`src/rtl/conv_pkg.sv`:
```
// rtl/conv_pkg.sv - shared state type, sizing helpers and saturation for conv2d_mc
package conv_pkg;

  typedef enum logic [1:0] {
    ST_IDLE  = 2'd0,
    ST_MAC   = 2'd1,
    ST_WRITE = 2'd2,
    ST_DONE  = 2'd3
  } conv_state_t;

  // Width of the intermediate used by sat_signed; comfortably wider than any accumulator.
  localparam int SAT_W = 64;

  // Output map dimension; a degenerate configuration yields 1 so elaboration reaches its checks.
  function automatic int conv_out_dim(input int size, input int k, input int stride);
    if (stride < 1 || size < k) return 1;
    return (size - k) / stride + 1;
  endfunction

  // Index width needed to address an array of n entries (never below one bit).
  function automatic int idx_w(input int n);
    return (n <= 2) ? 1 : $clog2(n);
  endfunction

  // Clamp a sign-extended accumulator value into the signed range of a w-bit word.
  function automatic logic signed [SAT_W-1:0] sat_signed(input logic signed [SAT_W-1:0] v,
                                                          input int w);
    logic signed [SAT_W-1:0] hi;
    logic signed [SAT_W-1:0] lo;
    hi = (64'sd1 <<< (w - 1)) - 64'sd1;
    lo = -(64'sd1 <<< (w - 1));
    if (v > hi) return hi;
    if (v < lo) return lo;
    return v;
  endfunction

endpackage

```
`src/rtl/conv_window_addr.sv`:
```
// rtl/conv_window_addr.sv - output-pixel and kernel-tap counters with absolute input indices
module conv_window_addr
  import conv_pkg::*;
#(
  parameter int SIZE   = 7,
  parameter int K      = 3,
  parameter int CH     = 2,
  parameter int STRIDE = 1,
  parameter int OUT    = 5,
  localparam int SW    = idx_w(SIZE),
  localparam int KW    = idx_w(K),
  localparam int CW    = idx_w(CH),
  localparam int OW    = idx_w(OUT)
) (
  input  logic          clock,
  input  logic          nreset,
  input  logic          clear_i,
  input  logic          tap_adv_i,
  input  logic          pix_adv_i,
  output logic [OW-1:0] row_o,
  output logic [OW-1:0] col_o,
  output logic [CW-1:0] ch_o,
  output logic [KW-1:0] kr_o,
  output logic [KW-1:0] kc_o,
  output logic [SW-1:0] in_r_o,
  output logic [SW-1:0] in_c_o,
  output logic          last_tap_o,
  output logic          last_pixel_o
);

  logic [OW-1:0] row_q, row_d, col_q, col_d;
  logic [CW-1:0] ch_q, ch_d;
  logic [KW-1:0] kr_q, kr_d, kc_q, kc_d;

  // Next counter values: taps step kc fastest, then kr, then channel; all wrap to zero after the last.
  always_comb begin
    row_d = row_q;
    col_d = col_q;
    ch_d  = ch_q;
    kr_d  = kr_q;
    kc_d  = kc_q;
    if (clear_i) begin
      row_d = '0;
      col_d = '0;
      ch_d  = '0;
      kr_d  = '0;
      kc_d  = '0;
    end else begin
      if (tap_adv_i) begin
        if (kc_q == KW'(K - 1)) begin
          kc_d = '0;
          if (kr_q == KW'(K - 1)) begin
            kr_d = '0;
            ch_d = (ch_q == CW'(CH - 1)) ? '0 : ch_q + 1'b1;
          end else begin
            kr_d = kr_q + 1'b1;
          end
        end else begin
          kc_d = kc_q + 1'b1;
        end
      end
      if (pix_adv_i) begin
        if (col_q == OW'(OUT - 1)) begin
          col_d = '0;
          row_d = (row_q == OW'(OUT - 1)) ? '0 : row_q + 1'b1;
        end else begin
          col_d = col_q + 1'b1;
        end
      end
    end
  end

  // Counter registers.
  always_ff @(posedge clock or negedge nreset) begin
    if (!nreset) begin
      row_q <= '0;
      col_q <= '0;
      ch_q  <= '0;
      kr_q  <= '0;
      kc_q  <= '0;
    end else begin
      row_q <= row_d;
      col_q <= col_d;
      ch_q  <= ch_d;
      kr_q  <= kr_d;
      kc_q  <= kc_d;
    end
  end

  // Absolute input coordinates of the current tap and the end-of-window/end-of-map flags.
  always_comb begin
    in_r_o       = SW'(int'(row_q) * STRIDE + int'(kr_q));
    in_c_o       = SW'(int'(col_q) * STRIDE + int'(kc_q));
    last_tap_o   = (ch_q == CW'(CH - 1)) && (kr_q == KW'(K - 1)) && (kc_q == KW'(K - 1));
    last_pixel_o = (row_q == OW'(OUT - 1)) && (col_q == OW'(OUT - 1));
  end

  assign row_o = row_q;
  assign col_o = col_q;
  assign ch_o  = ch_q;
  assign kr_o  = kr_q;
  assign kc_o  = kc_q;

endmodule

```
`src/rtl/conv2d_mc.sv`:
```
// rtl/conv2d_mc.sv - multi-channel strided 2D convolution, serial MAC; CONV2D_MC_RELU_EN enables ReLU
module conv2d_mc
  import conv_pkg::*;
#(
  parameter int SIZE      = 7,
  parameter int K         = 3,
  parameter int CH        = 2,
  parameter int STRIDE    = 1,
  parameter int WIDTH_BIT = 8,
  parameter int SHIFT     = 1,
  localparam int OUT      = conv_out_dim(SIZE, K, STRIDE)
) (
  input  logic                        clock,
  input  logic                        nreset,
  input  logic                        start,
  input  logic signed [WIDTH_BIT-1:0] inpMatrixI [CH][SIZE][SIZE],
  input  logic signed [WIDTH_BIT-1:0] kernel     [CH][K][K],
  output logic                        busy,
  output logic                        done,
  output logic                        out_valid,
  output logic        [WIDTH_BIT-1:0] out_row,
  output logic        [WIDTH_BIT-1:0] out_col,
  output logic signed [WIDTH_BIT-1:0] out_data,
  output logic signed [WIDTH_BIT-1:0] convOut    [OUT][OUT]
);

  localparam int N     = CH * K * K;
  localparam int ACC_W = 2 * WIDTH_BIT + $clog2(N);
  localparam int SW    = idx_w(SIZE);
  localparam int KW    = idx_w(K);
  localparam int CW    = idx_w(CH);
  localparam int OW    = idx_w(OUT);

  if (SIZE < K) begin : g_err_size
    $error("conv2d_mc: SIZE must be at least K");
  end else if (STRIDE < 1) begin : g_err_stride
    $error("conv2d_mc: STRIDE must be at least 1");
  end else if (((SIZE - K) % STRIDE) != 0) begin : g_err_fit
    $error("conv2d_mc: (SIZE-K) must be a multiple of STRIDE");
  end

  conv_state_t state_q, state_d;
  logic accept, tap_adv, pix_adv;

  logic [OW-1:0] row, col;
  logic [CW-1:0] ch;
  logic [KW-1:0] kr, kc;
  logic [SW-1:0] in_r, in_c;
  logic          last_tap, last_pixel;

  logic signed [2*WIDTH_BIT-1:0] prod;
  logic signed [ACC_W-1:0]       acc_q, acc_d, acc_shr, acc_rect;
  logic signed [SAT_W-1:0]       sat_full;
  logic signed [WIDTH_BIT-1:0]   result;

  logic                        busy_q, busy_d, done_q, done_d, valid_q, valid_d;
  logic        [WIDTH_BIT-1:0] row_q, row_d, col_q, col_d;
  logic signed [WIDTH_BIT-1:0] data_q, data_d;
  logic signed [WIDTH_BIT-1:0] conv_q [OUT][OUT];

  conv_window_addr #(
    .SIZE   (SIZE),
    .K      (K),
    .CH     (CH),
    .STRIDE (STRIDE),
    .OUT    (OUT)
  ) u_addr (
    .clock        (clock),
    .nreset       (nreset),
    .clear_i      (accept),
    .tap_adv_i    (tap_adv),
    .pix_adv_i    (pix_adv),
    .row_o        (row),
    .col_o        (col),
    .ch_o         (ch),
    .kr_o         (kr),
    .kc_o         (kc),
    .in_r_o       (in_r),
    .in_c_o       (in_c),
    .last_tap_o   (last_tap),
    .last_pixel_o (last_pixel)
  );

  // Current tap product and the rescaled, optionally rectified, saturated pixel value.
  always_comb begin
    prod    = inpMatrixI[ch][in_r][in_c] * kernel[ch][kr][kc];
    acc_shr = acc_q >>> SHIFT;
`ifdef CONV2D_MC_RELU_EN
    acc_rect = acc_shr[ACC_W-1] ? '0 : acc_shr;
`else
    acc_rect = acc_shr;
`endif
    sat_full = sat_signed(SAT_W'(acc_rect), WIDTH_BIT);
    result   = sat_full[WIDTH_BIT-1:0];
  end

  // Next state and per-state control strobes; start is only looked at in IDLE.
  always_comb begin
    state_d = state_q;
    accept  = 1'b0;
    tap_adv = 1'b0;
    pix_adv = 1'b0;
    case (state_q)
      ST_IDLE: begin
        if (start) begin
          accept  = 1'b1;
          state_d = ST_MAC;
        end
      end
      ST_MAC: begin
        tap_adv = 1'b1;
        if (last_tap) state_d = ST_WRITE;
      end
      ST_WRITE: begin
        pix_adv = 1'b1;
        state_d = last_pixel ? ST_DONE : ST_MAC;
      end
      ST_DONE: state_d = ST_IDLE;
      default: state_d = ST_IDLE;
    endcase
  end

  // Accumulator and output-register next values; busy falls the cycle after the done pulse.
  always_comb begin
    acc_d   = acc_q;
    busy_d  = busy_q;
    done_d  = 1'b0;
    valid_d = 1'b0;
    row_d   = row_q;
    col_d   = col_q;
    data_d  = data_q;
    if (done_q) busy_d = 1'b0;
    if (accept) begin
      acc_d  = '0;
      busy_d = 1'b1;
    end
    if (tap_adv) acc_d = acc_q + ACC_W'(prod);
    if (pix_adv) begin
      acc_d   = '0;
      valid_d = 1'b1;
      row_d   = WIDTH_BIT'(row);
      col_d   = WIDTH_BIT'(col);
      data_d  = result;
    end
    if (state_q == ST_DONE) done_d = 1'b1;
  end

  // State, accumulator, handshake and pixel-stream registers.
  always_ff @(posedge clock or negedge nreset) begin
    if (!nreset) begin
      state_q <= ST_IDLE;
      acc_q   <= '0;
      busy_q  <= 1'b0;
      done_q  <= 1'b0;
      valid_q <= 1'b0;
      row_q   <= '0;
      col_q   <= '0;
      data_q  <= '0;
    end else begin
      state_q <= state_d;
      acc_q   <= acc_d;
      busy_q  <= busy_d;
      done_q  <= done_d;
      valid_q <= valid_d;
      row_q   <= row_d;
      col_q   <= col_d;
      data_q  <= data_d;
    end
  end

  // Result map: each entry is written on its WRITE edge and kept until overwritten by a later run.
  always_ff @(posedge clock or negedge nreset) begin
    if (!nreset) begin
      for (int r = 0; r < OUT; r++) begin
        for (int c = 0; c < OUT; c++) begin
          conv_q[r][c] <= '0;
        end
      end
    end else if (pix_adv) begin
      conv_q[row][col] <= result;
    end
  end

  assign busy      = busy_q;
  assign done      = done_q;
  assign out_valid = valid_q;
  assign out_row   = row_q;
  assign out_col   = col_q;
  assign out_data  = data_q;
  assign convOut   = conv_q;

endmodule

```
`config.mk`:
```
export PLATFORM = sky130hd
export DESIGN_NAME = conv2d_mc
export DESIGN_NICKNAME = d
export VERILOG_FILES = /design/src/rtl/conv_pkg.sv /design/src/rtl/conv_window_addr.sv /design/src/rtl/conv2d_mc.sv
export SDC_FILE = /design/constraint.sdc
export NUM_CORES = 1
export LEC_CHECK = 0
export CAP_MARGIN = 20
export CELL_PAD_IN_SITES_DETAIL_PLACEMENT = 1
export CELL_PAD_IN_SITES_GLOBAL_PLACEMENT = 1
export CORE_AREA = 2 2 446 448
export DETAILED_ROUTE_END_ITERATION = 6
export DIE_AREA = 0 0 448 450
export PLACE_DENSITY = 0.39
export SLEW_MARGIN = 20
export SYNTH_ARGS = -nofsm -noshare
export SYNTH_HDL_FRONTEND = slang
export SYNTH_HIERARCHICAL = 1
export SYNTH_SLANG_ARGS = --single-unit
```
`constraint.sdc`:
```
create_clock -name clock -period 8.1 [get_ports clock]
set_input_delay 0.81 -clock clock [delete_from_list [all_inputs] [get_ports clock]]
set_output_delay 0.81 -clock clock [all_outputs]
set_load 0.005 [all_outputs]
```
=== Word-level counts from Yosys, hierarchy flattened ===
Cells that the tools add are included.
Widths: inputs -> output; s select.

* Output and inout bits: 227
* Bits of input ports: 931
* Logic and storage cells: 155
* Flip-flop bits (word level): 251

* Add/subtract/negate cells: 8
* Bitwise logic cells: 7
* Eq/ne operators: 9
* Reduce and logical (&&, ||, !) cells: 17
* Mux-type cells: 64
* Order comparisons: 11
* Multipliers: 1

{| class="wikitable"
|+ Operator list
! kind !! number
|-
| $mux 392 || 3
|-
| $mux 72 || 3
|-
| $bwmux 200 || 1
|-
| $bmux 56 s3 || 1
|-
| $demux 40 s3 || 1
|-
| $mux 56 || 2
|-
| $mux 8 || 9
|-
| $mux 21 || 3
|-
| $bmux 24 s2 || 1
|-
| $mux 24 || 2
|-
| $mux 40 || 1
|-
| $bmux 8 s3 || 1
|-
| $demux 8 s3 || 1
|-
| $add 21x16->21 || 1
|-
| $mux 3 || 7
|-
| $gt 20x8->1 const B || 1
|-
| $lt 20x8->1 const B || 1
|-
| $mux 2 || 10
|-
| $bmux 8 s2 || 1
|-
| $ge 4x4->1 const B || 4
|-
| $mul 8x8->16 || 1
|-
| $mux 1 || 16
|-
| $not 3->4 || 4
|-
| $reduce_bool 2->1 || 6
|-
| 19 further kinds || 36
|}

=== Longest topological paths before layout ===
* Depth after elaboration: 14
* Depth in mapped cells: 30
* Depth with buffers taken out: 29

=== By module ===
The synthesis kept the hierarchy.

{| class="wikitable"
|+ Modules (own cells, without submodules)
! module !! cells an instance !! area each (um2) !! seq. area each (um2) !! instances
|-
| conv2d_mc || 1905 || 20842.5 || 6005.8 || 1
|-
| conv_window_addr || 67 || 671.9 || 275.3 || 1
|}

=== Worst setup path after synthesis ===
Ideal clock, no wire load.

* Path kind: reg2reg
* From: register u_addr.row_q[0] (netlist: u_addr/row_o[0])
* To: register acc_q[19]
* Path slack: 0.643 ns
* Buffers on the path: 4
* Arrival time: 7.324 ns
* Library setup time: 0.133 ns
* Period minus slack after synthesis: 7.457 ns
* Data required time: 7.967 ns
* Stages on the path, launching flop included: 28
* Cell sequence: dfrtp_1 ha_1 fa_1 buf_2 buf_2 buf_2 buf_1 nand2_1 a311o_1 nand4_2 and3_4 inv_2 fa_1 inv_1 fa_1 fa_1 fa_1 inv_1 fa_1 inv_1 ha_1 a2111oi_0 o21a_1 nor3_1 a2111oi_0 a21oi_1 xnor2_1 o21ai_0

* Word-level cells in the longest chain between the ends: 12

{| class="wikitable"
|+ RTL lines
! item !! RTL line !! source
|-
| from (decl) || conv_window_addr.sv:31 || <nowiki>logic [OW-1:0] row_q, row_d, col_q, col_d;</nowiki>
|-
| from (signal assigned) || conv_window_addr.sv:82 || <nowiki>row_q <= row_d;</nowiki>
|-
| $add 3x2->3 || conv_window_addr.sv:92 || <nowiki>in_r_o = SW'(int'(row_q) * STRIDE + int'(kr_q));</nowiki>
|-
| net in_r[1] || conv2d_mc.sv:48 || <nowiki>logic [SW-1:0] in_r, in_c;</nowiki>
|-
| $not 3->4 (implied by the code) || conv2d_mc.sv:86 || <nowiki>prod = inpMatrixI[ch][in_r][in_c] * kernel[ch][kr][kc];</nowiki>
|-
| $bmux 56 s3 || conv2d_mc.sv:86 ||
|-
| $mux 56 (implied by the code) (2 in a row) || conv2d_mc.sv:86 ||
|-
| $bmux 8 s3 || conv2d_mc.sv:86 ||
|-
| $mux 8 (implied by the code) (2 in a row) || conv2d_mc.sv:86 ||
|-
| $mul 8x8->16 || conv2d_mc.sv:86 ||
|-
| $add 21x16->21 || conv2d_mc.sv:137 || <nowiki>if (tap_adv) acc_d = acc_q + ACC_W'(prod);</nowiki>
|-
| $mux 21 || conv2d_mc.sv:137 ||
|-
| $mux 21 || conv2d_mc.sv:138 || <nowiki>if (pix_adv) begin</nowiki>
|-
| to (signal assigned) || conv2d_mc.sv:152 || <nowiki>acc_q <= '0;</nowiki>
|-
| to (signal assigned) || conv2d_mc.sv:161 || <nowiki>acc_q <= acc_d;</nowiki>
|-
| to (decl) || conv2d_mc.sv:52 || <nowiki>logic signed [ACC_W-1:0] acc_q, acc_d, acc_shr, acc_rect;</nowiki>
|}

The timed path passes the listed nets, and every way through them passes these cells. The select of a mux whose other input is x is not followed.
A chain may end at the register's enable or synchronous reset.

=== Worst setup path in the final report ===
* From: register u_addr.kr_q[0] (netlist: u_addr/kr_o[0])
* To: register acc_q[17]

* Word-level cells in the longest chain between the ends: 12
* Elaborated cells on any way between the ends: 19
* Classes of those cells: 2 x add/sub; 1 x mul; 14 x mux; 2 x bitwise

{| class="wikitable"
|+ RTL lines
! item !! RTL line !! source
|-
| from (decl) || conv_window_addr.sv:33 || <nowiki>logic [KW-1:0] kr_q, kr_d, kc_q, kc_d;</nowiki>
|-
| from (signal assigned) || conv_window_addr.sv:85 || <nowiki>kr_q <= kr_d;</nowiki>
|-
| $add 3x2->3 || conv_window_addr.sv:92 ||
|-
| net in_r[1] || conv2d_mc.sv:48 ||
|-
| $not 3->4 (implied by the code) || conv2d_mc.sv:86 ||
|-
| $bmux 56 s3 || conv2d_mc.sv:86 ||
|-
| $mux 56 (implied by the code) (2 in a row) || conv2d_mc.sv:86 ||
|-
| $bmux 8 s3 || conv2d_mc.sv:86 ||
|-
| $mux 8 (implied by the code) (2 in a row) || conv2d_mc.sv:86 ||
|-
| $mul 8x8->16 || conv2d_mc.sv:86 ||
|-
| $add 21x16->21 || conv2d_mc.sv:137 ||
|-
| $mux 21 || conv2d_mc.sv:137 ||
|-
| $mux 21 || conv2d_mc.sv:138 ||
|}

The timed path passes the listed nets, and every way through them passes these cells. The select of a mux whose other input is x is not followed.

==> results <==
cells in the final DEF, fill, tap and decap left out, drive strengths merged, types with 24 or more instances in the layout:
| cell | instances |
|---|---|
| clkdlybuf4s50 | 1146 |
| nand2 | 284 |
| dfrtp | 251 |
| buf | 224 |
| mux4 | 207 |
| o21ai | 207 |
| inv | 111 |
| mux2 | 99 |
| fa | 95 |
| nor2 | 86 |
| a21oi | 74 |
| mux2i | 62 |
| diode | 55 |
| ha | 53 |
| clkbuf | 42 |
| nand3 | 26 |
| a211oi | 24 |
flip-flops by register name, summed over array words and instances (netlist names):
name	flops
u_addr/kr_o	2
out_valid	1
u_addr/ch_o	1
u_addr/kc_o	2
busy	1
done	1
out_row	3
u_addr/row_o	3
out_col	3
acc_q	21
convOut	200
out_data	8
u_addr/col_o	3
state_q	2
how the worst max path moves through the flow:
stage	end	cells after the start	from	slack (ns)
floorplan	acc_q[19]	27	u_addr/row_o[0]	0.64
global placement	acc_q[19]	29	u_addr/kr_o[0]	-0.08
detailed placement	acc_q[19]	28	u_addr/kr_o[0]	-0.05
CTS	acc_q[18]	29	u_addr/row_o[0]	0.01
global route	acc_q[19]	30	u_addr/kr_o[0]	0.02
finish	acc_q[17]	28	u_addr/kr_o[0]	0.35
metal layers:
layer | vias up | global-route usage [%]
li1 | 9808 | -
met1 | 11580 | 22.42
met2 | 1037 | 38.25
met3 | 388 | 5.913
met4 | 106 | 4.698
met5 | - | 0
metrics by stage:
step                      hold slack, ns  TNS [ns]  setup WS (ns)  std cells
after floorplan                   0.4699         0         0.6431       1981
after global placement            0.4605   -0.1788       -0.08145       5818
after detailed placement          0.4662  -0.07928       -0.05248       5818
after CTS                         0.2778         0        0.01454       5873
after global routing              0.3078         0        0.02410       5911
final                             0.2650         0         0.3520       5942
cell families (layout without fill, tap and decap cells):
kind of cell / Yosys count / in the layout / synth area share (%)
buffers and inverters: 268 / 1534 / 6.304
AOI/OAI and AO/OA: 409 / 409 / 11.32
and+or+nand+nor: 508 / 508 / 10.63
xor gates and xnor gates: 19 / 19 / 0.7735
other: 1 / 65 / 0.01743
muxes: 368 / 368 / 29.84
adders and majority gates: 148 / 148 / 11.92
DFF: 251 / 251 / 29.19
cell type report:
cell class | count | area [um2] | area share [%]
multi-input cells | 1462 | 14280 | 36.64
inverters | 111 | 417.9 | 1.072
clock buffers | 41 | 832.0 | 2.135
clock inverters | 11 | 176.4 | 0.4527
flip-flops and latches | 251 | 6287 | 16.13
diodes | 55 | 137.6 | 0.3532
well taps | 2640 | 3303 | 8.476
repair buffers | 1371 | 13530 | 34.73
critical path: cells and delay by family (launching register included):
| kind | cells | cell delay, ns |
|---|---|---|
| AO/OA/AOI/OAI | 5 | 1.22 |
| XOR/XNOR | 1 | 0.14 |
| adder cells (fa/ha/maj) | 8 | 3.80 |
| buffers and inverters | 8 | 0.73 |
| flip-flops | 1 | 0.42 |
| multiplexers | 2 | 0.85 |
| AND/OR/NAND/NOR | 4 | 0.40 |
repair_timing:
item	in CTS	in global routing
gates resized for setup	4	48
hold endpoints to repair	0	0
setup buffers	3	13
cloned	0	1
setup endpoints to repair	3	8
pin swaps	1	18
==> reports/qor.yml <==
arrival_ns: 8.19
grt_pass1_vias: 24670
placed_area_um2: 37420
overflow: 0
synth.avg_cell_area_um2: 10.91
crit_type: "flip-flop to flip-flop"
wl_met3_um: 15700
dr_wl_met2_um: 111600
num_vias: 22920
synth_common_cells: "nand2_1, dfrtp_1, o21ai_0"
final-hold-violation-count: 0
drv_cap: 0
synth-warning-count: 6
status: "finished clean"
synthCells: 1972
synth_top_cell_by_area: "dfrtp_1"
start_util_pct: 10.94
n_fill_cell: 22680
synth_most_common_cell: "nand2_1"
gp_congestion: 1.048
crit_slowest_cell: "fa_4"
synth-edff-count: 0
cts_made_buffers: 30
rsz0062_at_grt: "false"
slew_violations: 0
drt_iter0_drc: 1216
fin_nets: 4306
core_um2: 196600
via_per_inst: 3.857
dieHeight_um: 450
rr_worst_depth: 28
wl_met1_um: 78410
die_area_um2: 201600
hpwlAfterDp_um: 189200
synth_top_area_share_pct: 29.19
period_share_pct: 95.65
cts.sinks: 251
io_pins: 1158
setup_viol: 0
routed.top_layer: "met5"
grt_pass1_wl_um: 268400
h-tree-depth: 1
r2r_slack_ns: 0.35
ys_seq_area_share_pct: 29.19
grt_max_degree: 150
ys_async_sr_fraction_pct: 100.0
clock.fmax_mhz: 129.1
netlist_area_um2: 21510
fp-row-count: 163
synth.top_cells.by_area: "dfrtp_1, mux4_2, fa_1"
ys_ff_latch: 251
route.detailed.drc: 0
areaGrowthSynthToFinish_pct: 81.13
ctsHoldBuffers: 0
crit_top_cell: "fa_1"
cp.required_ns: 8.55
wirelength_um: 212500
cp-start-kind: "flip-flop"
layout_min_cycle_time_ns: 7.748
final_cell_area_um2: 38970
die_w_um: 448
r2r-start: "u_addr/kr_o[0]"
grtUsageTotal_pct: 20.45
dr.pass1.iters: 5
worst_setup_path_end_kind: "flip-flop"
wl_per_cell_um: 35.76
worst_pin_slew_ns: 0.9711
worst_r2r_endpoint: "acc_q[17]"
drive_gt1_share_pct: 20.02
final_util_pct: 19.82
tritoncts: "done"
hp-class: "input port to async pin"
insertion_delay_ns: 0.60
cts-root-buf: "clkbuf_16"
clk_path_buf_depth: 3
antenna_found_initial: 223
yosys_most_used_dff: "dfrtp_1"
crit_fanout: 6
port_buffers: 1147
worst_path_largest_cell_delay_ns: 0.91
path_clk_slew_ns: 0.07
synth.distinct_cells: 80
slew_headroom_pct: 35.26
postRouteAntennaNets: 0
fin_skew_ns: 0.03276
Power of run 1 is not shown: default switching activity piles up to over one toggle a cycle in this logic, so the estimate is an artifact.
==> variant 1: new RTL, same flow settings <==
The 4 states of `conv_state_t` get a Gray code encoding in 2 bits.
--- a/src/rtl/conv_pkg.sv
+++ b/src/rtl/conv_pkg.sv
@@ -2,10 +2,10 @@
 package conv_pkg;
 
   typedef enum logic [1:0] {
-    ST_IDLE  = 2'd0,
-    ST_MAC   = 2'd1,
-    ST_WRITE = 2'd2,
-    ST_DONE  = 2'd3
+    ST_IDLE  = 2'b00,
+    ST_MAC   = 2'b01,
+    ST_WRITE = 2'b11,
+    ST_DONE  = 2'b10
   } conv_state_t;
 
   // Width of the intermediate used by sat_signed; comfortably wider than any accumulator.
Formal check against the unedited RTL: no difference found for any inputs over 4 cycles, from zero or initial values and one cycle with nreset low; so few cycles prove little.
==> variant 1 against the unedited design <==
- worst setup slack better by 0.041 ns
- global-route usage down 0.55 points
- synthesized area about the same
- sequential share of layout area up 0.23 points
- wire length down 3.0%
- critical path depth up 2
- sequential cell count unchanged
- design area down 1.5%
- synthesized cell count down 6.0%
- critical endpoint is now acc_q[18]
Power is left out: the tool's default activity adds up to more than one toggle a clock period on the data nets, which glitch-free logic cannot reach.
==> variant 1: results (changes against the unedited design) <==
status complete, no violations; DP Area 0.0369 sq mm (-1.4%); placed wire-length estimate 185 mm (-2.4%); Adder-Cell Fraction of Synth Area 0.119 (about the same); initial antenna violation count 159 (-29%); clk_skew 0.0415 ns (+0.00873 ns); buffering overhead 0.338 (-0.00979); Synth area leaders dfrtp_1, mux4_2, fa_1; Synth Area per Inst 11.6 sq um (+6.4%); max reg flops 200 (unchanged); fillers 22400 (-1.0%); H-tree Lvls 2 (+1); Worst-path clk slew 0.06 ns; Tot GR Track Use 0.199 (-0.00547); Place WS -0.0811 ns (-0.0286 ns); Synth Area in XOR/XNOR 0.00896 (+0.00122); CTS resizes 1 (-3); multi-input gates 1358 (-7.1%); Signal buffers 1311 (-4.4%); register area share after synthesis 0.292 (about the same); CTS Root Cell clkbuf_16; share of post-route cells with drive strength above 1 0.198 (-0.00213); Slowest Stage Delay on Critical Path 0.62 ns (-0.29 ns); Layout clock area frac 0.0306 (+0.00472); # nets final 4145 (-3.7%); clock buffers 46 (+12%); Crit Path Max Fanout 33 (+27); Worst Hold Class in -> async; Util after Layout 0.195 (-0.00288); Synth top cells by count dfrtp_1, mux4_2, nand2_1, mux2_2, o21ai_0; clock latency on the worst-skew pair 0.57 ns (-0.03 ns); wire per inst 35.6 um (-0.36%); vias in the first global route 23900 (-3.0%); Sequential cell area 0.00629 sq mm (about the same); global-route wire length before repair 261 mm (-2.7%); vias per cell 3.80 (-1.5%); Cell variety after synth 79 (-1.3%); # Post-CTS Setup Buffers 0 (-3); mux contribution to synthesized area 0.328 (+0.0294); CP max stage cell fa_4; invs w/o clock 109 (-1.8%); complex-gate fraction of the synthesized area 0.109 (-0.00379); PortBufs 1147 (unchanged); Worst-Margin Slew 1.03 ns (+0.0620 ns); CTS buffer count 35 (+17%); multi-input gate share of total cell area 0.368 (+0.00143); sequential cells 251 (unchanged); CP arrival 8.15 ns (-0.04 ns); drt initial violations 1060 (-13%); fin cells 5785 (-2.6%); cell total after placement 5660 (-2.7%); Placer Congestion 0.946 (-9.7%); largest net degree at the start of global routing 82 (-45%)
[variant 1: cell types whose count changed after synthesis, moves of 6 or more]
cell	change
mux4_2	-7
o31ai_1	-6
a21o_1	+6
nand2b_1	+10
o21ai_0	-74
clkbuf_1	-13
a211oi_1	-13
a22o_1	+16
mux2_2	+56
a21oi_1	-11
nand2_1	-101
nand3_1	-14
a22oi_1	+17
a221oi_1	+6
[variant 1: per-layer routing]
metal,track usage,share of wire,vias to the layer above
li1,-,-,9408
met1,0.206,0.35,11300
met4,0.0610,0.037,128
met5,0,0.0038,-
met3,0.0625,0.073,320
met2,0.377,0.54,835
[variant 1: path summary, 6_finish.rpt]
kind	start	endpoint	slack [ns]	cells after the start
max	u_addr/row_o[0]	acc_q[18]	0.39	30
min	nreset	convOut[86]	0.24	1
max reg2reg	u_addr/row_o[0]	acc_q[18]	0.39	30
min reg2reg	out_col[0]	out_col[0]	0.48	2
max in group asynchronous	nreset	u_addr/ch_o	6.36	2
min in group clock	out_col[0]	out_col[0]	0.48	2
==> variant 2: new RTL, same settings <==
Made on the original files. The option `CONV2D_MC_RELU_EN` is turned on by a define.
--- a/src/rtl/conv2d_mc.sv
+++ b/src/rtl/conv2d_mc.sv
@@ -1,4 +1,6 @@
 // rtl/conv2d_mc.sv - multi-channel strided 2D convolution, serial MAC; CONV2D_MC_RELU_EN enables ReLU
+`define CONV2D_MC_RELU_EN
+
 module conv2d_mc
   import conv_pkg::*;
 #(
Function: same outputs for any inputs over 4 cycles, from zero or initial values and one cycle with nreset low; that may be too few to reach the edited logic, so the function may still have changed.
==> variant 2 against the unedited design <==
- global-route usage decreased by 0.44 points
- design area increased by 0.51%
- non-clock buffer count increased by 26
- synthesized cell count decreased by 1.3%
- sequential cell count unchanged
- worst setup slack got worse by 0.032 ns
- count of clock-buffer cells in the layout increased by 1
- wire length decreased by 1.1%
- via count decreased by 0.71%
- maximum frequency decreased by 0.42%
- synthesized area decreased by 1.6%
- largest cell class unchanged
Power is left out: the tool's default activity adds up to more than one toggle a clock period on the data nets, which glitch-free logic cannot reach.
==> variant 2: results (changes against the unedited design) <==
Layout area overhead 85.1%; Crit Path Max Fanout 7 (+1); Tot GR Track Use 0.200 (-0.00435); Worst Hold Class in -> async; M3 GR Usage 0.0511 (-0.00803); clock buffers 42 (+2.4%); H-tree Lvls 1 (unchanged); grt met2 use 0.362 (-0.0207); Top Layer Used met5; Place WS -0.283 ns (-0.231 ns); Signal buffers 1397 (+1.9%); CTS resizes 18 (+14); CP max stage cell fa_4; Placer Congestion 1.04 (-1.0%); RR Startpoint u_addr/row_o[0]; status complete, no violations; placed wire-length estimate 186 mm (-1.7%); Synth Instances 1946 (-1.3%); global-route wire length before repair 264 mm (-1.7%); multi-input gate share of total cell area 0.358 (-0.00885); fillers 22600 (-0.33%); Fin Hold WS 0.142 ns (-0.123 ns); DR WL met2 106 mm (-5.0%); M1 WL 78.0 mm (-0.49%); yosys warns 6 (unchanged); initial antenna violation count 140 (-37%); Synth top cells by count nand2_1, dfrtp_1, mux4_2, o21ai_0, inv_1; buffering overhead 0.356 (+0.00895); DR WL met3 15.0 mm (-4.2%); Cell variety after synth 81 (+1.3%); # Post-CTS Setup Buffers 2 (-1); largest net degree at the start of global routing 141 (-6.0%); multi-input gates 1443 (-1.3%); final WL 210 mm (-1.1%); Layout clock area frac 0.0273 (+0.00147); # nets final 4314 (+0.19%); clk_skew 0.0173 ns (-0.0155 ns); vias in the first global route 24600 (-0.48%); cell total after placement 5814 (-0.069%); sequential cells 251 (unchanged); wire per inst 35.3 um (-1.2%); share of post-route cells with drive strength above 1 0.200 (+0.000245); CP arrival 8.25 ns (+0.06 ns); Setup WS post-layout 0.320 ns (-0.0323 ns); Sequential cell area 0.00629 sq mm (about the same); drt initial violations 1301 (+7.0%); CTS buffer count 31 (+3.3%); vias per cell 3.83 (-0.83%); max-cap violation count 0 (unchanged); grt met1 use 0.220 (-0.00417); Startpoint Class register; register area share after synthesis 0.297 (+0.00483); Synth area leaders dfrtp_1, mux4_2, fa_1; DP Area 0.0373 sq mm (-0.27%); antenna cell count 51 (-7.3%)
-- variant 2: logic make-up (layout without fill, tap and decap cells) --
| logic type | after synthesis | count (layout) | share of synthesized area |
|---|---|---|---|
| compound gates | 392 | 392 | 0.110 |
| xor+xnor | 19 | 19 | 0.00786 |
| fa+ha+maj | 148 | 148 | 0.121 |
| buf+inv | 261 | 1564 | 0.0583 |
| flops | 251 | 251 | 0.297 |
| mux | 333 | 333 | 0.289 |
| other cells | 1 | 61 | 0.000177 |
| simple gates | 541 | 541 | 0.116 |
-- variant 2: worst max-delay path, delay by kind of cell (launching register included) --
kind | cells | cell delay, ns
adder cells (fa/ha/maj) | 8 | 3.93
multiplexers | 1 | 0.38
AND/OR/NAND/NOR | 5 | 0.86
buffers and inverters | 9 | 0.92
flip-flops | 1 | 0.41
AO/OA/AOI/OAI | 6 | 1.15
